==> config.mk <==
export PLATFORM = sky130hd
export DESIGN_NAME = kpn_fifo_channel
export DESIGN_NICKNAME = d
export VERILOG_FILES = /design/src/rtl/kpn_fifo_channel.sv
export SDC_FILE = /design/constraint.sdc
export NUM_CORES = 1
export LEC_CHECK = 0
export CAP_MARGIN = 20
export CORE_ASPECT_RATIO = 0.6
export CORE_UTILIZATION = 60
export CTS_CLUSTER_SIZE = 14
export DETAILED_ROUTE_END_ITERATION = 6
export GPL_TIMING_DRIVEN = 1
export PLACE_DENSITY = 0.77
export REMOVE_ABC_BUFFERS = 1
export SLEW_MARGIN = 40
export SYNTH_ARGS = -nofsm -noshare
export SYNTH_HDL_FRONTEND = slang
export SYNTH_SLANG_ARGS = --single-unit
==> constraint.sdc <==
create_clock -name clk -period 11.2 [get_ports clk]
set_input_delay 2.24 -clock clk [delete_from_list [all_inputs] [get_ports clk]]
set_output_delay 2.24 -clock clk [all_outputs]
set_load 0.05 [all_outputs]
==> src/rtl/kpn_fifo_channel.sv <==
// KPN token channel: circular-buffer FIFO with preload and sticky error flags.
// Tokens are 12.4 fixed-point; fmt_err flags writes whose decimal digit exceeds 9.
module kpn_fifo_channel #(
    parameter int               WIDTH       = 16,
    parameter int               DEPTH       = 8,
    parameter int               INIT_TOKENS = 0,
    parameter logic [WIDTH-1:0] INIT_VALUE  = '0
) (
    input  logic                    clk,
    input  logic                    reset,
    input  logic                    wr,
    input  logic [WIDTH-1:0]        data_in,
    input  logic                    rd,
    output logic [WIDTH-1:0]        data_out,
    output logic                    full,
    output logic                    empty,
    output logic [$clog2(DEPTH):0]  count,
    output logic                    overflow,
    output logic                    underflow,
    output logic                    fmt_err
);

    localparam int AW = $clog2(DEPTH);
    localparam int CW = AW + 1;

    logic [WIDTH-1:0] mem_q [DEPTH];
    logic [AW-1:0]    wptr_q, wptr_d;
    logic [AW-1:0]    rptr_q, rptr_d;
    logic [CW-1:0]    count_q, count_d;
    logic [WIDTH-1:0] dout_q, dout_d;
    logic             ovf_q, ovf_d;
    logic             unf_q, unf_d;
    logic             fmt_q, fmt_d;
    logic             wr_ok, rd_ok;

    assign full  = (count_q == CW'(DEPTH));
    assign empty = (count_q == '0);

    always_comb begin
        // A full channel still takes a write when a read frees a slot on the same edge.
        wr_ok   = wr & (~full | rd);
        rd_ok   = rd & ~empty;
        wptr_d  = wptr_q;
        rptr_d  = rptr_q;
        count_d = count_q;
        dout_d  = dout_q;
        ovf_d   = ovf_q | (wr & ~wr_ok);
        unf_d   = unf_q | (rd & ~rd_ok);
        fmt_d   = fmt_q | (wr_ok & (data_in[3:0] > 4'd9));
        if (wr_ok) begin
            wptr_d = wptr_q + AW'(1);
        end
        if (rd_ok) begin
            rptr_d = rptr_q + AW'(1);
            dout_d = mem_q[rptr_q];
        end
        if (wr_ok && !rd_ok) begin
            count_d = count_q + CW'(1);
        end else if (rd_ok && !wr_ok) begin
            count_d = count_q - CW'(1);
        end
    end

    always_ff @(posedge clk or posedge reset) begin
        if (reset) begin
            wptr_q  <= AW'(INIT_TOKENS % DEPTH);
            rptr_q  <= '0;
            count_q <= CW'(INIT_TOKENS);
            dout_q  <= '0;
            ovf_q   <= 1'b0;
            unf_q   <= 1'b0;
            fmt_q   <= 1'b0;
        end else begin
            wptr_q  <= wptr_d;
            rptr_q  <= rptr_d;
            count_q <= count_d;
            dout_q  <= dout_d;
            ovf_q   <= ovf_d;
            unf_q   <= unf_d;
            fmt_q   <= fmt_d;
        end
    end

    // Storage is reset too so preloaded tokens exist straight out of reset.
    always_ff @(posedge clk or posedge reset) begin
        if (reset) begin
            for (int i = 0; i < DEPTH; i++) begin
                mem_q[i] <= (i < INIT_TOKENS) ? INIT_VALUE : '0;
            end
        end else if (wr_ok) begin
            mem_q[wptr_q] <= data_in;
        end
    end

    assign data_out  = dout_q;
    assign count     = count_q;
    assign overflow  = ovf_q;
    assign underflow = unf_q;
    assign fmt_err   = fmt_q;

endmodule

==> Word-level counts from Yosys, hierarchy flattened <==
Cells that the tools add are included.
{ "word_totals": {"ff_bits": 157, "in_bits": 20, "word_cells": 54, "output_inout_bits": 25} }
{ "classes": {"n_addsub": 4, "n_reduce_logical": 7, "bitwise_logic": 15, "eq_ne": 1, "order_cmp": 4, "muxes": 8} }
{ "op_table": {"columns": ["cell", "count"], "rows": [
  ["$bwmux 128", 1],
  ["$bmux 16 s3", 1],
  ["$demux 16 s3", 1],
  ["$mux 16", 3],
  ["$ge 4x4->1 const B", 2],
  ["$mux 4", 2],
  ["$not 3->4", 2],
  ["$add 3x1->3 const B", 2],
  ["$and 1x1->1", 5],
  ["$add 4x1->4 const B", 1],
  ["$eq 4x4->1 const B", 1],
  ["$gt 4x4->1 const B", 1],
  ["$logic_not 4->1", 1],
  ["$lt 4x1->1 const B", 1],
  ["$not 1->1", 4],
  ["$or 1x1->1", 4],
  ["$sub 4x1->4 const B", 1],
  ["$logic_and 1x1->1", 3],
  ["$logic_not 1->1", 2],
  ["$reduce_bool 2->1", 1]
]} }

==> Depth between registers and ports, before layout <==
{ "depth": {"ltp_word": 8, "mapped_depth": 11, "mapped_depth_nobuf": 11} }

==> Worst setup path before layout <==
OpenSTA, ideal clock, no wires.
{ "synth_timing": {"kind": "input to register", "from": "input rd", "to": "register count_q[3] (netlist: count[3])", "slack_ps": 7113, "t_arrival_ps": 3951, "required_time_ps": 11064, "cell_stages": 10, "n_path_buf": 0, "cell_sequence": "inv_1 > nand2_4 > nand2_1 > inv_1 > ha_1 > inv_1 > ha_1 > a21o_1 > a2111oi_0 > o31ai_1"} }
{ "synth_between": {"elab_chain_len": 5} }
{ "synth_rtl": {"columns": ["element", "line_no", "text"], "rows": [
  ["from (decl)", "13", "input logic rd,"],
  ["$or 1x1->1 (*)", "41", "wr_ok = wr & (~full | rd);"],
  ["$and 1x1->1 (*)", "41", null],
  ["via wr_ok", "34", "logic wr_ok, rd_ok;"],
  ["$logic_not 1->1", "59", "end else if (rd_ok && !wr_ok) begin"],
  ["$logic_and 1x1->1", "59", null],
  ["$reduce_bool 2->1 (no line)", null, null],
  ["to (signal assigned)", "68", "count_q <= CW'(INIT_TOKENS);"],
  ["to (signal assigned)", "76", "count_q <= count_d;"],
  ["to (decl)", "29", "logic [CW-1:0] count_q, count_d;"]
]} }
The timed path passes the listed nets; every way through them passes the cells marked *.
A chain may end at the register's enable or synchronous reset.

==> Worst setup path after layout <==
{ "layout_timing": {"from": "register count_q[0] (netlist: count[0])", "to": "output full"} }
{ "layout_between": {"elab_chain_len": 1} }
{ "layout_rtl": {"columns": ["element", "line_no", "text"], "rows": [
  ["$eq 4x4->1", "36", "assign full = (count_q == CW'(DEPTH));"],
  ["to (decl)", "15", "output logic full,"]
]} }
Every way passes these cells.

==> flow_metrics.env <==
export IMPL_outcome="completed"
export IMPL_core_area_mm2=0.0114
export IMPL_wl_per_cell_um=20.8
export IMPL_cp_startpoint="count[0]$_DFFE_PP0P_"
export IMPL_cts_setup_buffers=0
export IMPL_drc=0
export IMPL_max_slew_margin_rel=0.459
export IMPL_ios=45
export IMPL_cts_max_path_buffers=2
export IMPL_crit_chain="nor4b_4 > clkdlybuf4s50_1"
export IMPL_criticalPathCategory="flop to primary output"
export IMPL_grt_use_total=0.268
export IMPL_clock_sinks=157
export IMPL_final_layout_size_suffix_gt1_frac=0.384
export IMPL_period_minus_slack_ns=4.51
export IMPL_max_cap_violations=0
export IMPL_fillCellCount=762
export IMPL_wirelength_um=14900
export IMPL_reg2reg_from="count[2]$_DFFE_PP0P_"
export IMPL_fin_util=0.723
export IMPL_die_area_mm2=0.0124
export IMPL_worstMarginPinSlew_ns=0.812
export IMPL_power_density_mw_per_mm2=332
export IMPL_antenna_cells=0
export IMPL_overflow=0
export IMPL_setup_ws_ns=6.69
export IMPL_routed_via_density=5.95
export IMPL_grt_max_degree=86
export IMPL_cp_end_kind="primary output"
export IMPL_crit_path_max_fanout=6
export IMPL_maxSlewViolCount=0
export IMPL_rsz0062_at_grt="no"
export IMPL_min_period_over_period=0.402
export IMPL_cts_resized=0
export IMPL_busiest_layer="met2"
export IMPL_hp_class="flop to flop"
export IMPL_yosysWarningCount=0
export IMPL_rows=30
export IMPL_final_cell_mix="mux2_2, dfrtp_1, clkdlybuf4s50_1, mux2i_1, nand2_1"
export IMPL_synth_seq_cells=157
export IMPL_cp_required_ns=8.96
export IMPL_grtUsageMet1=0.369
export IMPL_grt_use_met2=0.428
export IMPL_yosysSeqAreaShare=0.548
export IMPL_numCtsBuffers=17
export IMPL_start_util=0.626
export IMPL_die_h_um=86.7
export IMPL_io_buffer_count=44
export IMPL_gp_congestion=0.755
export IMPL_postSynthAreaPerCell_um2=14.2
export IMPL_synth_edff_count=0
export IMPL_antenna_found_initial=0
export IMPL_route_vias_total=4255
export IMPL_htreeDepth=4
export IMPL_leakage_uw=0.00359
export IMPL_grt_pass1_vias=4481
export IMPL_cts_root_buf="clkbuf_16"
export IMPL_nNetsFinal=569
export IMPL_fin_setup_tns_ns=0
export IMPL_synthArstFlopShare=1.00
export IMPL_fmax_ghz=0.222
export IMPL_worst_clock_skew_ns=0.00669
export IMPL_finalHoldViolCount=0
export IMPL_slowest_delay_ns=0.90
export IMPL_fp_dieW_um=143
export IMPL_drt_initial_drc_count=201
export IMPL_synthCells=503
export IMPL_first_pass_iters=4
export IMPL_hold_buffers=0
export IMPL_peakVddDrop_mv=0.152
export IMPL_setup_violations=0
export IMPL_grt_pass1_wl_um=24300
export IMPL_yosysUniqueCellTypes=38
export IMPL_worstHoldStart="underflow$_DFF_PP0_"
export IMPL_crit_path_top_delay_cell="clkdlybuf4s50_1"
export IMPL_met3_usage=0.0762
export IMPL_post_place_ws_ns=6.41
export IMPL_syn_to_final_growth_pct=15.5
export IMPL_synth_area_mm2=0.00717
export IMPL_yosys_most_used_dff="dfrtp_1"
export IMPL_path_clk_slew_ns=0.06
export IMPL_arrival_ns=2.27
export IMPL_cts_tree="yes"
export IMPL_worst_setup_path_start_kind="flop"
export IMPL_mostFrequentLayoutCell="mux2_2"
export IMPL_place_hpwl_um=8890
export IMPL_antenna_left=0
export IMPL_clock_latency_ns=0.42
## sequential cells by signal, indices dropped and copies added, names as in the netlist
| name | flops |
|---|---|
| mem_q | 128 |
| rptr_q | 3 |
| fmt_err | 1 |
| wptr_q | 3 |
| count | 4 |
| overflow | 1 |
| underflow | 1 |
| data_out | 16 |
## cell families (layout without fill, tap and decap cells)
kind of cell    Yosys count  count (layout)  synth area share
buf+inv                  34              86            0.0302
flops                   157             157             0.548
mux                     196             196             0.302
compound gates           58              58            0.0569
simple gates             46              46            0.0436
fa+ha+maj                 6               6            0.0115
xor+xnor                  6               6           0.00733
## power by group
group          leakage [µW]  switching [µW]  internal, µW
Sequential          0.00188             196           856
Clock              0.000292             219           360
Combinational       0.00142             549           570
## critical path, delay by kind of cell, from the launching register on
kind / cells / cell delay [ns]
buffers and inverters: 1 / 0.90
DFF: 1 / 0.51
and+or+nand+nor: 1 / 0.44
## layout make-up
class / count / area, µm² / area share
clock buffers: 20 / 457 / 0.0552
clock inverters: 11 / 143 / 0.0172
inverters: 5 / 23.8 / 0.00287
multi-input cells: 312 / 3020 / 0.365
flip-flops and latches: 157 / 3930 / 0.475
well taps: 160 / 200 / 0.0242
repair buffers: 50 / 498 / 0.0602
## per-stage QoR
stage | total power [µW] | cells | cell area [µm²] | hold WS (ns)
after global routing | 2910 | 715 | 8280 | 0.487
final | 2750 | 715 | 8280 | 0.460
after floorplan | 1860 | 474 | 6970 | 0.459
after detailed placement | 2160 | 684 | 7670 | 0.449
after CTS | 2760 | 715 | 8270 | 0.465
after global placement | 2100 | 683 | 7650 | 0.446
## worst paths after layout
kind | end | slack, ns | cells past startpoint
worst min-delay path | underflow$_DFF_PP0_ | 0.46 | 1
worst max-delay path | full | 6.69 | 2
worst max register to register | count[3]$_DFFE_PP0P_ | 8.17 | 9
min in group asynchronous | mem_q[34]$_DFFE_PP0P_ | 2.33 | 2
worst min register to register | underflow$_DFF_PP0_ | 0.46 | 1
max in group asynchronous | mem_q[61]$_DFFE_PP0P_ | 7.67 | 4
## routing by layer
metal	up-vias	routed length, µm
met5	-	0
met4	0	151
met3	16	684
met2	85	7120
met1	2226	6910
li1	1928	-
## cells in the mapped netlist, types with 2 or more instances
master | n | area, µm²
a21o_1 | 2 | 15.0
a221o_1 | 16 | 160
buf_2 | 7 | 35.0
buf_4 | 5 | 37.5
buf_6 | 8 | 90.1
clkbuf_1 | 8 | 30.0
dfrtp_1 | 157 | 3930
ha_1 | 5 | 62.6
inv_1 | 5 | 18.8
mux2_2 | 162 | 1820
mux2i_1 | 33 | 330
nand2_1 | 21 | 78.8
nand2b_1 | 2 | 12.5
nand3_2 | 5 | 50.1
nand4_4 | 2 | 42.5
nor2_1 | 3 | 11.3
nor2b_1 | 3 | 18.8
nor3_1 | 3 | 15.0
o21ai_0 | 16 | 80.1
o21ai_1 | 3 | 15.0
o22ai_1 | 16 | 100
xnor2_1 | 5 | 43.8
Power figures use the tool's default switching activity.
